$ cat src/rtl/lookupflow_pkg.sv
// Shared constants, FSM state encoding and flow-key layout for the lookupflow
// arbiter and its users.
package lookupflow_pkg;

    localparam int LOOKUP_W = 116;

    // Flow-key field layout, LSB positions and widths.
    localparam int KEY_INGRESS_LSB = 112;
    localparam int KEY_INGRESS_W   = 4;
    localparam int KEY_SRCMAC_LSB  = 64;
    localparam int KEY_SRCMAC_W    = 48;
    localparam int KEY_DSTIP_LSB   = 32;
    localparam int KEY_DSTIP_W     = 32;
    localparam int KEY_SRCIP_LSB   = 0;
    localparam int KEY_SRCIP_W     = 32;

    typedef enum logic [1:0] {
        IDLE  = 2'd0,
        ISSUE = 2'd1,
        WAIT  = 2'd2,
        RESP  = 2'd3
    } state_t;

    function automatic logic [LOOKUP_W-1:0] make_key(
        input logic [KEY_INGRESS_W-1:0] ingress,
        input logic [KEY_SRCMAC_W-1:0]  srcmac,
        input logic [KEY_DSTIP_W-1:0]   dstip,
        input logic [KEY_SRCIP_W-1:0]   srcip
    );
        logic [LOOKUP_W-1:0] key;
        key = '0;
        key[KEY_INGRESS_LSB +: KEY_INGRESS_W] = ingress;
        key[KEY_SRCMAC_LSB  +: KEY_SRCMAC_W]  = srcmac;
        key[KEY_DSTIP_LSB   +: KEY_DSTIP_W]   = dstip;
        key[KEY_SRCIP_LSB   +: KEY_SRCIP_W]   = srcip;
        return key;
    endfunction

endpackage

$ cat src/rtl/lookupflow_arbiter_rr.sv
// Combinational round-robin pick: first requesting index at or after the
// pointer, wrapping modulo N.
module rr_arbiter #(
    parameter int N  = 4,
    parameter int IW = (N > 1) ? $clog2(N) : 1
) (
    input  logic [N-1:0]  req_i,
    input  logic [IW-1:0] ptr_i,
    output logic [N-1:0]  grant_o,
    output logic [IW-1:0] idx_o,
    output logic          valid_o
);

    always_comb begin
        logic [IW-1:0] k;
        grant_o = '0;
        idx_o   = '0;
        valid_o = 1'b0;
        k       = '0;
        for (int i = 0; i < N; i++) begin
            k = (int'(ptr_i) + i >= N) ? IW'(int'(ptr_i) + i - N) : IW'(int'(ptr_i) + i);
            if (!valid_o && req_i[k]) begin
                valid_o    = 1'b1;
                idx_o      = k;
                grant_o[k] = 1'b1;
            end
        end
    end

endmodule

$ cat src/rtl/lookupflow_arbiter.sv
// Shares one lookupflow engine between NPORT parsers: round-robin grant, one
// lookup in flight, response timeout, one-cycle hold-off after each answer.
module lookupflow_arbiter #(
    parameter int NPORT    = 4,
    parameter int LOOKUP_W = lookupflow_pkg::LOOKUP_W,
    parameter int TIMEOUT  = 16
) (
    input  logic                      sys_clk,
    input  logic                      sys_rst_n,
    input  logic [NPORT-1:0]          port_req,
    input  logic [NPORT*LOOKUP_W-1:0] port_data,
    output logic [NPORT-1:0]          port_ack,
    output logic [NPORT-1:0]          port_err,
    output logic [3:0]                port_fwd_port,
    output logic                      of_lookup_req,
    output logic [LOOKUP_W-1:0]       of_lookup_data,
    input  logic                      of_lookup_ack,
    input  logic                      of_lookup_err,
    input  logic [3:0]                of_lookup_fwd_port,
    output logic                      busy
);

    import lookupflow_pkg::*;

    localparam int             IDX_W    = (NPORT > 1) ? $clog2(NPORT) : 1;
    localparam logic [7:0]     CNT_LAST = 8'(TIMEOUT - 1);
    localparam logic [IDX_W-1:0] LAST_IDX = IDX_W'(NPORT - 1);

    state_t               state_q;
    logic [IDX_W-1:0]     rr_ptr_q;
    logic [IDX_W-1:0]     gnt_idx_q;
    logic [NPORT-1:0]     gnt_oh_q;
    logic [NPORT-1:0]     holdoff_q;
    logic [NPORT-1:0]     ack_q;
    logic [NPORT-1:0]     err_q;
    logic [3:0]           fwd_q;
    logic                 req_q;
    logic [LOOKUP_W-1:0]  key_q;
    logic [7:0]           cnt_q;

    logic [LOOKUP_W-1:0]  port_key [NPORT];
    logic [NPORT-1:0]     arb_grant;
    logic [IDX_W-1:0]     arb_idx;
    logic                 arb_valid;

    for (genvar i = 0; i < NPORT; i++) begin : g_key
        assign port_key[i] = port_data[i*LOOKUP_W +: LOOKUP_W];
    end

    // The port just answered is hidden for one IDLE cycle so it can drop req.
    rr_arbiter #(.N(NPORT), .IW(IDX_W)) u_rr (
        .req_i   (port_req & ~holdoff_q),
        .ptr_i   (rr_ptr_q),
        .grant_o (arb_grant),
        .idx_o   (arb_idx),
        .valid_o (arb_valid)
    );

    // NOTE: every register, the key included, is reset so all outputs read 0
    // during and straight after reset; non-blocking <= throughout, so each
    // branch sees the pre-edge value of every register.
    always_ff @(posedge sys_clk or negedge sys_rst_n) begin
        if (!sys_rst_n) begin
            state_q   <= IDLE;
            rr_ptr_q  <= '0;
            gnt_idx_q <= '0;
            gnt_oh_q  <= '0;
            holdoff_q <= '0;
            ack_q     <= '0;
            err_q     <= '0;
            fwd_q     <= '0;
            req_q     <= 1'b0;
            key_q     <= '0;
            cnt_q     <= '0;
        end else begin
            case (state_q)
                IDLE: begin
                    holdoff_q <= '0;
                    if (arb_valid) begin
                        gnt_idx_q <= arb_idx;
                        gnt_oh_q  <= arb_grant;
                        key_q     <= port_key[arb_idx];
                        req_q     <= 1'b1;
                        state_q   <= ISSUE;
                    end
                end
                ISSUE: begin
                    // An ack here cannot belong to this request; it is ignored.
                    req_q   <= 1'b0;
                    cnt_q   <= '0;
                    state_q <= WAIT;
                end
                WAIT: begin
                    if (of_lookup_ack) begin
                        ack_q   <= gnt_oh_q;
                        err_q   <= of_lookup_err ? gnt_oh_q : '0;
                        fwd_q   <= of_lookup_fwd_port;
                        state_q <= RESP;
                    end else if (cnt_q == CNT_LAST) begin
                        ack_q   <= gnt_oh_q;
                        err_q   <= gnt_oh_q;
                        fwd_q   <= '0;
                        state_q <= RESP;
                    end else begin
                        cnt_q <= cnt_q + 8'd1;
                    end
                end
                RESP: begin
                    ack_q     <= '0;
                    err_q     <= '0;
                    fwd_q     <= '0;
                    rr_ptr_q  <= (gnt_idx_q == LAST_IDX) ? '0 : gnt_idx_q + IDX_W'(1);
                    holdoff_q <= gnt_oh_q;
                    state_q   <= IDLE;
                end
                default: state_q <= IDLE;
            endcase
        end
    end

    assign port_ack       = ack_q;
    assign port_err       = err_q;
    assign port_fwd_port  = fwd_q;
    assign of_lookup_req  = req_q;
    assign of_lookup_data = key_q;
    assign busy           = (state_q != IDLE);

endmodule

$ cat config.mk
export PLATFORM = sky130hd
export DESIGN_NAME = lookupflow_arbiter
export DESIGN_NICKNAME = d
export VERILOG_FILES = /design/src/rtl/lookupflow_pkg.sv /design/src/rtl/lookupflow_arbiter_rr.sv /design/src/rtl/lookupflow_arbiter.sv
export SDC_FILE = /design/constraint.sdc
export NUM_CORES = 1
export LEC_CHECK = 0
export CAP_MARGIN = 10
export CORE_AREA = 3 3 234 236
export CTS_BUF_LIST = sky130_fd_sc_hd__clkbuf_4
export DETAILED_ROUTE_END_ITERATION = 12
export DIE_AREA = 0 0 237 239
export GPL_TIMING_DRIVEN = 0
export PLACE_DENSITY = 0.52
export SYNTH_ARGS = -nofsm -noshare
export SYNTH_HDL_FRONTEND = slang
export SYNTH_SLANG_ARGS = --single-unit
$ cat constraint.sdc
create_clock -name sys_clk -period 3.3 [get_ports sys_clk]
set_input_delay 0.66 -clock sys_clk [delete_from_list [all_inputs] [get_ports sys_clk]]
set_output_delay 0.66 -clock sys_clk [all_outputs]
set_load 0.01 [all_outputs]
==> reports/qor.tcl <==
set qor(wire_length_of_the_first_global_routing_pass_mm) 81.7
set qor(worst-path-max-fanout) 10
set qor(chipWidth_um) 237
set qor(ys_warn_count) 0
set qor(leakage_nw) 7.00
set qor(clk_root_buffer_cell) {clkbuf_4}
set qor(hpwl_mm) 45.6
set qor(antenna_found_initial) 8
set qor(synth_top_cells_by_count) {517 x nand2_1, 151 x dfrtp_1, 131 x nor2_1, 116 x and4_1, 76 x a311oi_1}
set qor(synthesized_netlist_cell_count) 1265
set qor(multiInputGateArea_sq_um) 5670
set qor(avgRoutedWirePerCell_um) 21.9
set qor(first_global_vias) 12404
set qor(max_slew_margin_pct) 49.7
set qor(layout.nets) 2393
set qor(finalWorstPathRequiredPeriod_ns) 3.00
set qor(core-area_sq_um) 52700
set qor(worst_ep_required_time_ns) 3.92
set qor(tritoncts_sink_count) 151
set qor(synth.most_common_cell) {nand2_1}
set qor(tightest_slew_ns) 0.750
set qor(cellPowerDensity_nw_per_um2) 955
set qor(die_height_um) 239
set qor(flow.area_growth_from_synthesis_pct) 74.0
set qor(ys_seq_elements) 151
set qor(area_enclosed_by_the_die_boundary_sq_um) 56600
set qor(timing.critical_path.to_type) {flop}
set qor(cts.htree.levels) 4
set qor(postSynthAreaPerCell_sq_um) 7.96
set qor(remaining_drc_errors) 0
set qor(ctsLongestPathBuffers) 2
set qor(crit_chain) {clkinvlp_4 > ha_4 > and2_1 > o21ai_1 > a211oi_4 > buf_12 > buf_6 > clkbuf_1 > nand2_1 > and4_1 > a311oi_1}
set qor(pin_count_of_the_biggest_net_entering_global_routing) 85
set qor(finalCoreUtilization_pct) 33.3
set qor(synthDominantCellAreaShare_pct) 37.5
set qor(layout.area.seq_sq_um) 3780
set qor(clock_skew_ns) 0.0215
set qor(port_buffers) 605
set qor(setup_repair_after_global_routing_missed_its_margin) {false}
set qor(timing.setup.critical_path_class) {flop to flop}
set qor(floorplan.initialDensity_pct) 19.1
set qor(post_route_ant_nets) 0
set qor(num_io_pins) 606
set qor(filler_cell_count) 5551
set qor(min_period_over_period_pct) 90.9
set qor(critical-path-max-stage-delay_ns) 0.52
set qor(setup_viol_count_final) 0
set qor(holdCritPathClass) {input pin to asynchronous set/reset pin}
set qor(hold_ws_ns) 0.435
set qor(clock_insertion_delay_worst_skew_ns) 0.73
set qor(setup.worst_path.start_class) {flop}
set qor(ys.flop_type) {dfrtp_1}
set qor(detail_route.wirelength_mm) 57.3
set qor(overflow) 0
set qor(gp_congestion) 0.881
set qor(maxClockFrequency_ghz) 0.333
set qor(syn_area_sq_um) 10100
set qor(edff_count_synth) 0
set qor(drv_cap) 0
set qor(max-vdd-ir-drop_mv) 0.341
set qor(synth_area_leader_cell) {dfrtp_1}
set qor(drt_first_iter_violations) 546
set qor(synth-seq-area-share_pct) 37.5
set qor(detail_route.first_pass.iterations) 5
set qor(globalRouteTotalUtil_pct) 19.4
set qor(outcome) {finished clean}
set qor(async_s_r_ff_share_synth_pct) 100
set qor(distinct_cell_type_count_after_synthesis) 45
set qor(timing_hold_violations_final) 0
set qor(routed-via-count) 12109
set qor(tritoncts.num_buffers) 17
set qor(crit_path_top_delay_cell) {clkbuf_1}
set qor(vias_per_cell) 4.64
set qor(timing.final.max_slew_violations) 0
set qor(synthTopCellsByArea) {dfrtp_1 38%, nand2_1 19%, and4_1 10%}
set qor(cp_data_arrival_time_ns) 3.62
set qor(cts_tree) {built}
set qor(fp-row-count) 84
set qor(syn_nets) 1755
set qor(cts.reportedPaths.clkPinSlew_ns) 0.16
set qor(layout-drive-gt1-share_pct) 9.08
[sequential cells by signal, summed over array words and instances (netlist names)]
name and count:
of_lookup_data 116, cnt_q 8, gnt_oh_q 4, holdoff_q 4, port_ack 4, port_err 4
port_fwd_port 4, gnt_idx_q 2, rr_ptr_q 2, state_q 2, of_lookup_req 1
[final timing paths]
check                           depth (start not counted)  slack, ns     startpoint                 end
worst max-delay path                                   11       0.30    rr_ptr_q[1]  of_lookup_data[56]
worst min-delay path                                    2       0.44      sys_rst_n  of_lookup_data[48]
worst max register to register                         11       0.30    rr_ptr_q[1]  of_lookup_data[56]
worst min register to register                          2       0.50    port_ack[0]         port_ack[0]
max in group asynchronous                               3       1.96      sys_rst_n  of_lookup_data[94]
min in group sys_clk                                    3       0.47  port_data[26]  of_lookup_data[26]
[per-stage QoR]
stage / instance area [sq um] / worst slack, ns / cells / power [mW] / setup TNS (ns)
2_1_floorplan: 10100 / 0.717 / 1265 / 9.83 / 0
3_3_place_gp: 17000 / -5.69 / 2558 / 15.2 / -962.89
3_5_place_dp: 17000 / -1.10 / 2560 / 15.3 / -74.37
4_1_cts: 17500 / 0.0170 / 2604 / 17.0 / 0
5_1_grt: 17500 / 0.0784 / 2610 / 18.1 / 0
6_report: 17500 / 0.300 / 2610 / 16.7 / 0
[where the power goes]
group / switching, mW / internal [mW] / total (mW)
clock network: 0.879 / 0.465 / 1.34
registers: 0.583 / 2.79 / 3.38
logic: 6.94 / 5.08 / 12.0
[worst max-delay path, delay by kind of cell, from the launching register on]
| kind | cells | cell delay [ns] |
|---|---|---|
| buffers and inverters | 4 | 0.99 |
| AO/OA/AOI/OAI | 3 | 0.59 |
| AND/OR/NAND/NOR | 3 | 0.51 |
| flip-flops | 1 | 0.45 |
| adder cells (fa/ha/maj) | 1 | 0.37 |
[metal layers]
layer  vias up  global-route usage (%)  wire length, um
met2       476                    34.1            28900
met1      5857                    22.9            23300
met3        62                    5.56             3870
met5         -                       0               13
li1       5712                       -                -
met4         2                    6.21             1230
[kinds of logic (layout without fill, tap and decap cells)]
family	count (synthesis)	after routing	share of synthesized area [%]
mux	4	4	0.770
buf+inv	113	764	6.36
compound gates	176	176	16.5
xor+xnor	3	3	0.261
flops	151	151	37.5
fa+ha+maj	14	14	1.74
other cells	0	6	0
simple gates	804	804	36.9
[area by class of cell]
type / count / area share (%)
clock inverter: 15 / 0.964
clock buffer: 17 / 0.728
sequential: 151 / 21.6
inverter: 7 / 0.186
timing repair buffer: 620 / 35.7
antenna: 6 / 0.0856
tap: 688 / 4.91
multi-input combinational: 1001 / 32.4
buffer: 105 / 3.54
[layout by cell type, fill, tap and decap left out, types with 2 or more instances in the layout]
cell type / instances
a211o_1: 2
a21oi_1: 15
a311oi_1: 76
a311oi_2: 40
a31oi_1: 6
and4_1: 116
buf_12: 4
buf_2: 34
buf_4: 16
buf_6: 20
bufinv_16: 2
clkbuf_1: 37
clkbuf_2: 6
clkbuf_4: 18
clkdlybuf4s50_1: 604
clkinv_4: 3
clkinvlp_4: 5
dfrtp_1: 149
dfrtp_2: 2
diode_2: 6
ha_1: 13
inv_1: 5
inv_6: 3
inv_8: 2
mux4_2: 3
nand2_1: 517
nand2b_1: 7
nand2b_4: 2
nand3_1: 8
nand4_1: 4
nor2_1: 131
nor2b_1: 4
nor2b_2: 2
nor3_1: 5
o211ai_1: 2
o21ai_0: 27
xor2_1: 2
[timing repair]
action	4_1_cts	5_1_grt
gates cloned	0	0
setup endpoints to repair	116	107
gates resized for setup	6	12
buffers inserted	11	1
hold endpoints to repair	67	0
pin swaps	2	0
hold buffers	1	0
No activity file was read; power rests on OpenSTA's default activity.
